[config.mk]
export PLATFORM = sky130hd
export DESIGN_NAME = instr_fetch
export DESIGN_NICKNAME = d
export VERILOG_FILES = /design/src/rtl/instr_fetch.sv
export SDC_FILE = /design/constraint.sdc
export NUM_CORES = 1
export LEC_CHECK = 0
export BUFFER_PORTS_ARGS = -buffer_cell sky130_fd_sc_hd__buf_2
export CORE_ASPECT_RATIO = 0.7
export CORE_MARGIN = 8
export CORE_UTILIZATION = 25
export DETAILED_ROUTE_END_ITERATION = 10
export GPL_ROUTABILITY_DRIVEN = 1
export HOLD_SLACK_MARGIN = 0.02
export PLACE_DENSITY_LB_ADDON = 0.3
export SLEW_MARGIN = 10
export SYNTH_ARGS = -nofsm -noshare
export SYNTH_HDL_FRONTEND = slang
export SYNTH_SLANG_ARGS = --single-unit
export TNS_END_PERCENT = 20
[constraint.sdc]
create_clock -name clk -period 7.1 [get_ports clk]
set_clock_uncertainty 0.15 [all_clocks]
set_input_delay 1.065 -clock clk [delete_from_list [all_inputs] [get_ports clk]]
set_output_delay 1.065 -clock clk [all_outputs]
set_load 0.005 [all_outputs]
[src/rtl/instr_fetch.sv]
// Instruction fetch unit: owns the program counter and instruction register,
// issues single-word reads to instruction memory and aborts a read that goes
// unanswered for TIMEOUT cycles.
module instr_fetch #(
  parameter int AW      = 8,
  parameter int TIMEOUT = 8
) (
  input  logic          clk,
  input  logic          rst,
  input  logic          PC_clr,
  input  logic          PC_inc,
  input  logic          PC_ld,
  input  logic          I_rd,
  input  logic          IR_ld,
  input  logic [15:0]   imem_rdata,
  input  logic          imem_ack,
  output logic          imem_req,
  output logic [AW-1:0] imem_addr,
  output logic [15:0]   instr,
  output logic [AW-1:0] pc,
  output logic          fetch_busy,
  output logic          fetch_done,
  output logic          fetch_err
);

  // Wide enough to hold the value TIMEOUT itself.
  localparam int CW = $clog2(TIMEOUT + 1);

  typedef enum logic {
    IDLE = 1'b0,
    REQ  = 1'b1
  } state_t;

  state_t        state, state_next;
  logic [CW-1:0] wait_cnt, wait_cnt_next;
  logic          inc_latched, inc_latched_next;
  logic [AW-1:0] pc_next;
  logic [15:0]   instr_next;
  logic          done_next;
  logic          err_next;
  logic [AW-1:0] branch_offset;

  // The request, the busy flag and the address all follow directly from the
  // registered state and pc, so they are stable for the whole REQ period.
  assign imem_req   = (state == REQ);
  assign fetch_busy = (state == REQ);
  assign imem_addr  = pc;

  // Branch displacement is the signed low byte of the current instruction.
  assign branch_offset = AW'(signed'(instr[7:0]));

  // Next-state and datapath updates; clear beats branch load beats fetch
  // start, and a REQ in progress only listens to ack, timeout and clear.
  always_comb begin
    state_next       = state;
    wait_cnt_next    = wait_cnt;
    inc_latched_next = inc_latched;
    pc_next          = pc;
    instr_next       = instr;
    done_next        = 1'b0;
    err_next         = fetch_err;

    if (PC_clr) begin
      state_next    = IDLE;
      wait_cnt_next = '0;
      pc_next       = '0;
      err_next      = 1'b0;
    end else begin
      case (state)
        IDLE: begin
          if (PC_ld) begin
            pc_next = pc + branch_offset - AW'(1);
          end else if (I_rd && IR_ld) begin
            state_next       = REQ;
            wait_cnt_next    = '0;
            inc_latched_next = PC_inc;
          end
        end
        REQ: begin
          if (imem_ack) begin
            instr_next    = imem_rdata;
            done_next     = 1'b1;
            state_next    = IDLE;
            wait_cnt_next = '0;
            if (inc_latched) begin
              pc_next = pc + AW'(1);
            end
          end else if (wait_cnt == CW'(TIMEOUT - 1)) begin
            state_next    = IDLE;
            wait_cnt_next = '0;
            err_next      = 1'b1;
          end else begin
            wait_cnt_next = wait_cnt + CW'(1);
          end
        end
        default: begin
          state_next    = IDLE;
          wait_cnt_next = '0;
        end
      endcase
    end
  end

  // State and datapath registers with synchronous reset; reset also drops
  // any ack arriving in the same cycle.
  always_ff @(posedge clk) begin
    if (rst) begin
      state       <= IDLE;
      wait_cnt    <= '0;
      inc_latched <= 1'b0;
      pc          <= '0;
      instr       <= 16'h0000;
      fetch_done  <= 1'b0;
      fetch_err   <= 1'b0;
    end else begin
      state       <= state_next;
      wait_cnt    <= wait_cnt_next;
      inc_latched <= inc_latched_next;
      pc          <= pc_next;
      instr       <= instr_next;
      fetch_done  <= done_next;
      fetch_err   <= err_next;
    end
  end

endmodule

# ---- Yosys cells after proc, flatten, opt, wreduce, memory -nomap -nowiden
# Cells that the tools add are included.
dict set report classes {
  n_eq_ne 6
  bitwise_logic 4
  reduce_logical 8
  addsub 4
  n_mux 15
}
# op count
set op_table {}
lappend op_table {{2-to-1 mux 8 bit} 3}
lappend op_table {{2-to-1 mux 4 bit} 4}
lappend op_table {{one-hot mux 8 bit (2 select lines)} 1}
lappend op_table {{AND reduction 3 bit} 3}
lappend op_table {{adder 8 x 1 -> 8 bit (second input constant)} 1}
lappend op_table {{adder 8 bit} 1}
lappend op_table {{inequality test 2 bit (second input constant)} 4}
lappend op_table {{one-hot mux 4 bit (2 select lines)} 1}
lappend op_table {{subtractor 8 x 1 -> 8 bit (second input constant)} 1}
lappend op_table {{2-to-1 mux 1 bit} 5}
lappend op_table {{adder 4 x 1 -> 4 bit (second input constant)} 1}
lappend op_table {{equality test 4 x 3 -> 1 bit (second input constant)} 1}
lappend op_table {{inverter 1 bit} 4}
lappend op_table {{AND reduction 4 bit} 1}
lappend op_table {{OR reduction 3 bit} 1}
lappend op_table {{inequality test 2 x 1 -> 1 bit (second input constant)} 1}
lappend op_table {{one-hot mux 1 bit (2 select lines)} 1}
lappend op_table {{AND reduction 2 bit} 1}
lappend op_table {{OR reduction 2 bit} 1}
lappend op_table {{logical AND 1 bit} 1}
dict set report word_totals {
  elab_cells 44
  output_inout_bits 36
  reg_bits 32
}

# ---- Depth between registers and ports, before layout
# Gate-level depths: netlist (run 1).
dict set report logic_depth {
  word_depth 4
  depth_mapped 9
}

# ---- Least setup slack after synthesis (run 1)
# Ideal clock, no wire load.
dict set report synth_timing {
  kind {register -> register}
  from {register pc[1] (netlist: imem_addr[1])}
  to {register pc[5] (netlist: imem_addr[5])}
  t_arrival_ns 2.143
  setup_ns 0.125
  stages_incl_launch_ff 10
  slack_ns 4.682
  cell_sequence {dfxtp_1 -> inv_1 -> ha_1 -> inv_1 -> ha_1 -> fa_1 -> a21o_1 -> a211o_1 -> a221oi_1 -> nor3_1}
}
dict set report synth_via {
  elab_chain_cells 4
  elab_cells_between_ends 7
  classes_between {add/sub (3); mux (4)}
}
# item line_no
set synth_rtl {}
lappend synth_rtl {{start: declaration} 20} ;# output logic [AW-1:0] pc,
lappend synth_rtl {{start signal: assignment} 119} ;# pc <= pc_next;
lappend synth_rtl {{adder 8 bit or adder 8 x 1 -> 8 bit (tied branches)} {72, 86}}
lappend synth_rtl {{subtractor 8 x 1 -> 8 bit or 2-to-1 mux 8 bit (tied branches)} {72, 85}}
lappend synth_rtl {{2-to-1 mux 8 bit, on equally long branches} {71, 80}}
lappend synth_rtl {{one-hot mux 8 bit (2 select lines) (*)} 69} ;# case (state)
# Mark *: on every way between the ends. The rest lies on a longest branch, timed or not. The select of a mux whose other input is x is not followed.
# A chain may end at the register's enable or synchronous reset.

# ---- Final worst setup path (run 1)
dict set report layout_timing {
  from {register state (netlist: fetch_busy)}
  to {output imem_req}
}
# item line_no
set layout_lines {}
lappend layout_lines {{start: declaration} 34} ;# state_t state, state_next;
lappend layout_lines {{start signal: assignment} 116} ;# state <= state_next;
lappend layout_lines {{end: declaration} 17} ;# output logic imem_req,
# No word-level cell between the ends.

==> flow_summary.yaml, run 1 <==
run_status:
  status: "finished, final reports clean"
worst_setup_path:
  critPathLaunchType: "flop"
  endpoint_kind: "primary output"
  crit_buf_inv: 1
  startpoint: "fetch_busy"
  path_depth: 1
  crit_chain: "buf_2"
  reg2reg_depth: 9
  crit_family: "flip-flops"
  timing.rr.end: "imem_addr[7]"
  slowest_stage: "dfxtp_1"
  timing.rr.start: "imem_addr[1]"
  crit_end: "imem_req"
  critPathKind: "reg2out"
  crit_required_ns: 5.88
  slowest_delay_ns: 0.90
  crit_arrival_ns: 1.43
  r2r_setup_slack_ns: 4.47
  critPathMaxFanout: 28
sta:
  period_needed_ns: 2.65
  period_share: 0.373
  holdWs_ns: 0.300
  slew_viol_final: 0
  rsz0062_at_grt: "no"
  hold_violations: 0
  worst_pin_slew_ns: 0.889
  setup_violations: 0
  relSlewSlack: 0.407
  fin_tns_setup_ns: 0
  clock.fmax_mhz: 378
cells_and_area:
  diodes: 0
  areaGrowthSynthToFinish_pct: 19.9
  fin_nets: 338
  drive_above_1_share: 0.237
synth:
  synth_area_leaders: "dfxtp_1, ha_1, nand2_1, a21oi_1, inv_1"
  synth_edf_count: 0
  yosys_warnings: 0
  synth_cell_type_count: 47
  ys_seq_area_frac: 0.332
  synthArstFlopShare: 0
  synthCells: 252
  synth_area_um2: 1930
  yosysTopAreaCell: "dfxtp_1"
  synthesis.nets: 292
  post-synth-top-count-cell: "nand2_1"
  synth_top_area_frac: 0.332
  dominantRegCellSynth: "dfxtp_1"
  ys_top_cells_by_count: "nand2_1, dfxtp_1, a21oi_1, inv_1, ha_1"
  ys_ff_latch: 32
  post_synth.cell_area_avg_um2: 7.66
power_and_ir_drop:
  p_per_area_nw_per_um2: 177
  p_int_mw: 0.293
  switching_share: 0.283
  seq_power_share: 0.468
  p_sw_mw: 0.116
  ir_worst_vdd_mv: 0.0685
  combPwrFrac: 0.168
  p_clk_frac: 0.364
  leakagePower_nw: 1.02
place:
  place_hpwl_mm: 4.12
  port_buffers: 59
  globalplace.congestion: 0.768
cts:
  cts_resized: 0
  clock_path_buffers: 2
  cts_tree: "built"
  clk_pin_slew_ns: 0.07
  cts-hold-fix-buffers: 0
  ctsHtreeMaxLevel: 2
  cts.sinks: 32
  postCtsSetupBuffers: 0
  cts_buffers: 5
  cts-root-buf: "clkbuf_8"
  clkLatencyLatePin_ns: 0.28
grt:
  grt_usage: 0.0986
  grt_max_degree: 29
  grt_pass1_wl_mm: 8.39
  grt_pass1_vias: 1641
  antenna_found_initial: 0
  grt_remaining_overflow: 0
drt:
  drt-initial-drc-count: 181
  post_drt_wl_per_cell_um: 13.3
  via_count: 1784
  routed_wl_mm: 5.26
  first_pass_iters: 4
  drc: 0
  viasPerCell: 4.49
  ant_nets: 0
die:
  start_util: 0.261
  io_pins: 60
  placementRows: 26
  core_um2: 7380
  die_h_um: 89.5
  die_area_um2: 10800
  fp.dieW_um: 121
worst_hold_path:
  hold_path.class: "reg2reg"
  min-delay-start: "instr[13]"
job:
  cap_violations: 0
[state kept, by name, summed over array words and instances (netlist names)]
name	flops
instr	16
wait_cnt	4
fetch_busy	1
fetch_err	1
fetch_done	1
imem_addr	8
inc_latched	1
[stage by stage]
stage	area (um2)	utilization	cells	power, mW	setup slack, ns
floorplan	1930	-	252	0.243	4.68
global placement	2220	0.300	389	0.264	4.39
detailed placement	2220	0.300	389	0.265	4.34
CTS	2310	0.313	397	0.415	4.45
global route	2310	0.313	397	0.434	4.26
finish	2310	0.313	397	0.409	4.45
[cell families (layout without fill, tap and decap cells)]
| logic type | Yosys count | count (layout) | share of synthesized area |
|---|---|---|---|
| AND/OR/NAND/NOR | 88 | 88 | 0.219 |
| multiplexers | 2 | 2 | 0.0104 |
| adder cells (fa/ha/maj) | 16 | 16 | 0.108 |
| XOR/XNOR | 3 | 3 | 0.0136 |
| buffers and inverters | 49 | 96 | 0.123 |
| flip-flops | 32 | 32 | 0.332 |
| AO/OA/AOI/OAI | 62 | 62 | 0.195 |
[placed cells by master, fill, tap and decap left out, types with 4 or more instances in the layout]
master	netlist	final
a211o_1	4	4
nand3_1	5	5
o21ai_0	10	10
buf_2	4	59
inv_1	29	29
dfxtp_1	32	32
ha_1	15	15
nand2_1	41	41
nor2b_1	4	4
nor2_1	13	12
a21oi_1	30	30
clkbuf_8	0	6
[per-layer routing]
layer  global-route usage  share of wire  vias to the layer above
met5                    0              0                        -
met4               0.0203         0.0040                        0
met3               0.0423          0.097                        3
met2                0.135           0.38                       58
met1                0.138           0.52                      787
li1                     -              -                      936
[worst min path at each step]
stage                     end  slack, ns  cells after the start
floorplan           instr[10]       0.30                      2
global placement     instr[9]       0.29                      2
detailed placement  instr[13]       0.30                      2
CTS                 instr[13]       0.31                      2
global route        instr[13]       0.32                      2
finish              instr[13]       0.30                      2
[power groups by stage]
| stage | clock network, mW | registers [mW] | logic (mW) |
|---|---|---|---|
| finish | 0.149 | 0.191 | 0.0687 |
| global route | 0.162 | 0.193 | 0.0793 |
| CTS | 0.153 | 0.192 | 0.0695 |
| detailed placement | 0 | 0.196 | 0.0689 |
| floorplan | 0 | 0.193 | 0.0506 |
| global placement | 0 | 0.196 | 0.0688 |
[cell type report]
cell class,instances,area (um2)
clock buffers,6,82.6
clock inverters,2,10.0
inverters,29,109
repair buffers,59,295
fillers,809,5070
well taps,98,123
multi-input cells,171,1050
flip-flops and latches,32,641
[tightest hold or removal path: cells and delay by family, from the launching register on]
kind	cells	cell delay, ns
flops	1	0.31
simple gates	1	0.05
compound gates	1	0.05
Note: power is estimated with default switching activity, not from simulation.
==> inputs of run 2 (changes only) <==
==> constraint.sdc (replaced) <==
create_clock -name clk -period 2.3 [get_ports clk]
set_clock_uncertainty 0.15 [all_clocks]
set_input_delay 0.345 -clock clk [delete_from_list [all_inputs] [get_ports clk]]
set_output_delay 0.345 -clock clk [all_outputs]
set_load 0.005 [all_outputs]
==> flow_summary.yaml, run 2 (synthesized netlist as in run 1, its figures left out) <==
run_status:
  status: "finished, final reports clean"
grt:
  grt_usage: 0.101
  grt_remaining_overflow: 0
  grt_max_degree: 19
  grt_pass1_wl_mm: 8.84
  grt_pass1_vias: 1793
  antenna_found_initial: 0
drt:
  drc: 0
  first_pass_iters: 4
  post_drt_wl_per_cell_um: 13.1
  viasPerCell: 4.54
  drt-initial-drc-count: 103
  ant_nets: 0
  routed_wl_mm: 5.38
  via_count: 1865
worst_setup_path:
  critPathKind: "reg2reg"
  crit_arrival_ns: 2.24
  crit_required_ns: 2.32
  endpoint_kind: "flop"
  critPathMaxFanout: 3
  critPathLaunchType: "flop"
worst_hold_path:
  hold_path.class: "in2reg"
sta:
  worst_pin_slew_ns: 0.499
  setup_violations: 0
  rsz0062_at_grt: "yes"
  clock.fmax_mhz: 451
  period_needed_ns: 2.22
  hold_violations: 0
  period_share: 0.964
  relSlewSlack: 0.668
  fin_tns_setup_ns: 0
  slew_viol_final: 0
cts:
  ctsHtreeMaxLevel: 2
  cts_tree: "built"
  clock_path_buffers: 2
  cts-root-buf: "clkbuf_8"
  clk_pin_slew_ns: 0.07
  cts.sinks: 32
  cts-hold-fix-buffers: 0
  clkLatencyLatePin_ns: 0.29
  cts_buffers: 5
power_and_ir_drop:
  leakagePower_nw: 1.11
  ir_worst_vdd_mv: 0.261
  p_per_area_nw_per_um2: 556
cells_and_area:
  diodes: 0
  stdcell_area_um2: 2480
  final_cells: 411
  layout_commonest_cell: "buf_2"
  fin_nets: 352
  regMostFlops: "instr"
  layout_common_cells: "buf_2, nand2_1, a21oi_1"
  areaGrowthSynthToFinish_pct: 28.4
  largest_reg_flops: 16
  drive_above_1_share: 0.310
job:
  cap_violations: 0
die:
  fp.dieW_um: 121
  core_um2: 7380
  start_util: 0.261
  io_pins: 60
  placementRows: 26
  die_area_um2: 10800
  die_h_um: 89.5
place:
  globalplace.congestion: 0.756
  placed_area_um2: 2320
  port_buffers: 59
  numPlacedInstances: 402
  place_hpwl_mm: 4.21
==> run 2: per-layer routing <==
metal,GRT usage,up-vias,share of wire
li1,-,959,-
met1,0.136,845,0.50
met2,0.151,56,0.40
met3,0.0385,5,0.10
met4,0.0169,0,0.0048
met5,0,-,0
==> run 2: worst max-delay path: stages (launching register included) <==
cell and delay (ns):
dfxtp_2 0.34, inv_2 0.05, ha_4 0.25, inv_2 0.03, ha_4 0.15, fa_2 0.38, a211o_1 0.31, a211oi_2 0.24
or4b_1 0.16, nand3_1 0.06
==> run 2: metrics by stage <==
stage                     utilization  total power, mW  hold slack (ns)  setup slack (ns)
after global routing            0.335             1.46            0.137           -0.0315
final                           0.335             1.38            0.143            0.0835
after detailed placement        0.314            0.833            0.294           -0.0205
after global placement          0.314            0.830            0.290            0.0419
after floorplan                     -            0.752            0.300           0.00901
after CTS                       0.329             1.39            0.130           -0.0260
==> run 2: cell type report <==
class	count	area, um2
fill	824	4910
clock inverter	2	35.0
tap	98	123
multi-input combinational	171	1090
clock buffer	6	72.6
sequential	32	646
timing repair buffer	73	400
inverter	29	109
==> run 2: power by group <==
part | total [mW] | switching, mW | internal, mW
sequential | 0.578 | 0.0113 | 0.566
combinational | 0.257 | 0.134 | 0.122
clock | 0.544 | 0.222 | 0.322
==> run 2: worst paths after layout <==
check | start | endpoint | slack [ns] | cells past startpoint
max | instr[1] | imem_addr[7] | 0.08 | 9
min | imem_rdata[1] | instr[1] | 0.14 | 3
max reg2reg | instr[1] | imem_addr[7] | 0.08 | 9
min reg2reg | instr[9] | instr[9] | 0.31 | 2
==> run 2: what timing repair did <==
item | in CTS | in global routing
setup buffers | 0 | 1
pin swaps | 0 | 7
resized for setup | 1 | 12
endpoints found under the hold margin | 0 | 0
endpoints found under the setup margin | 2 | 3
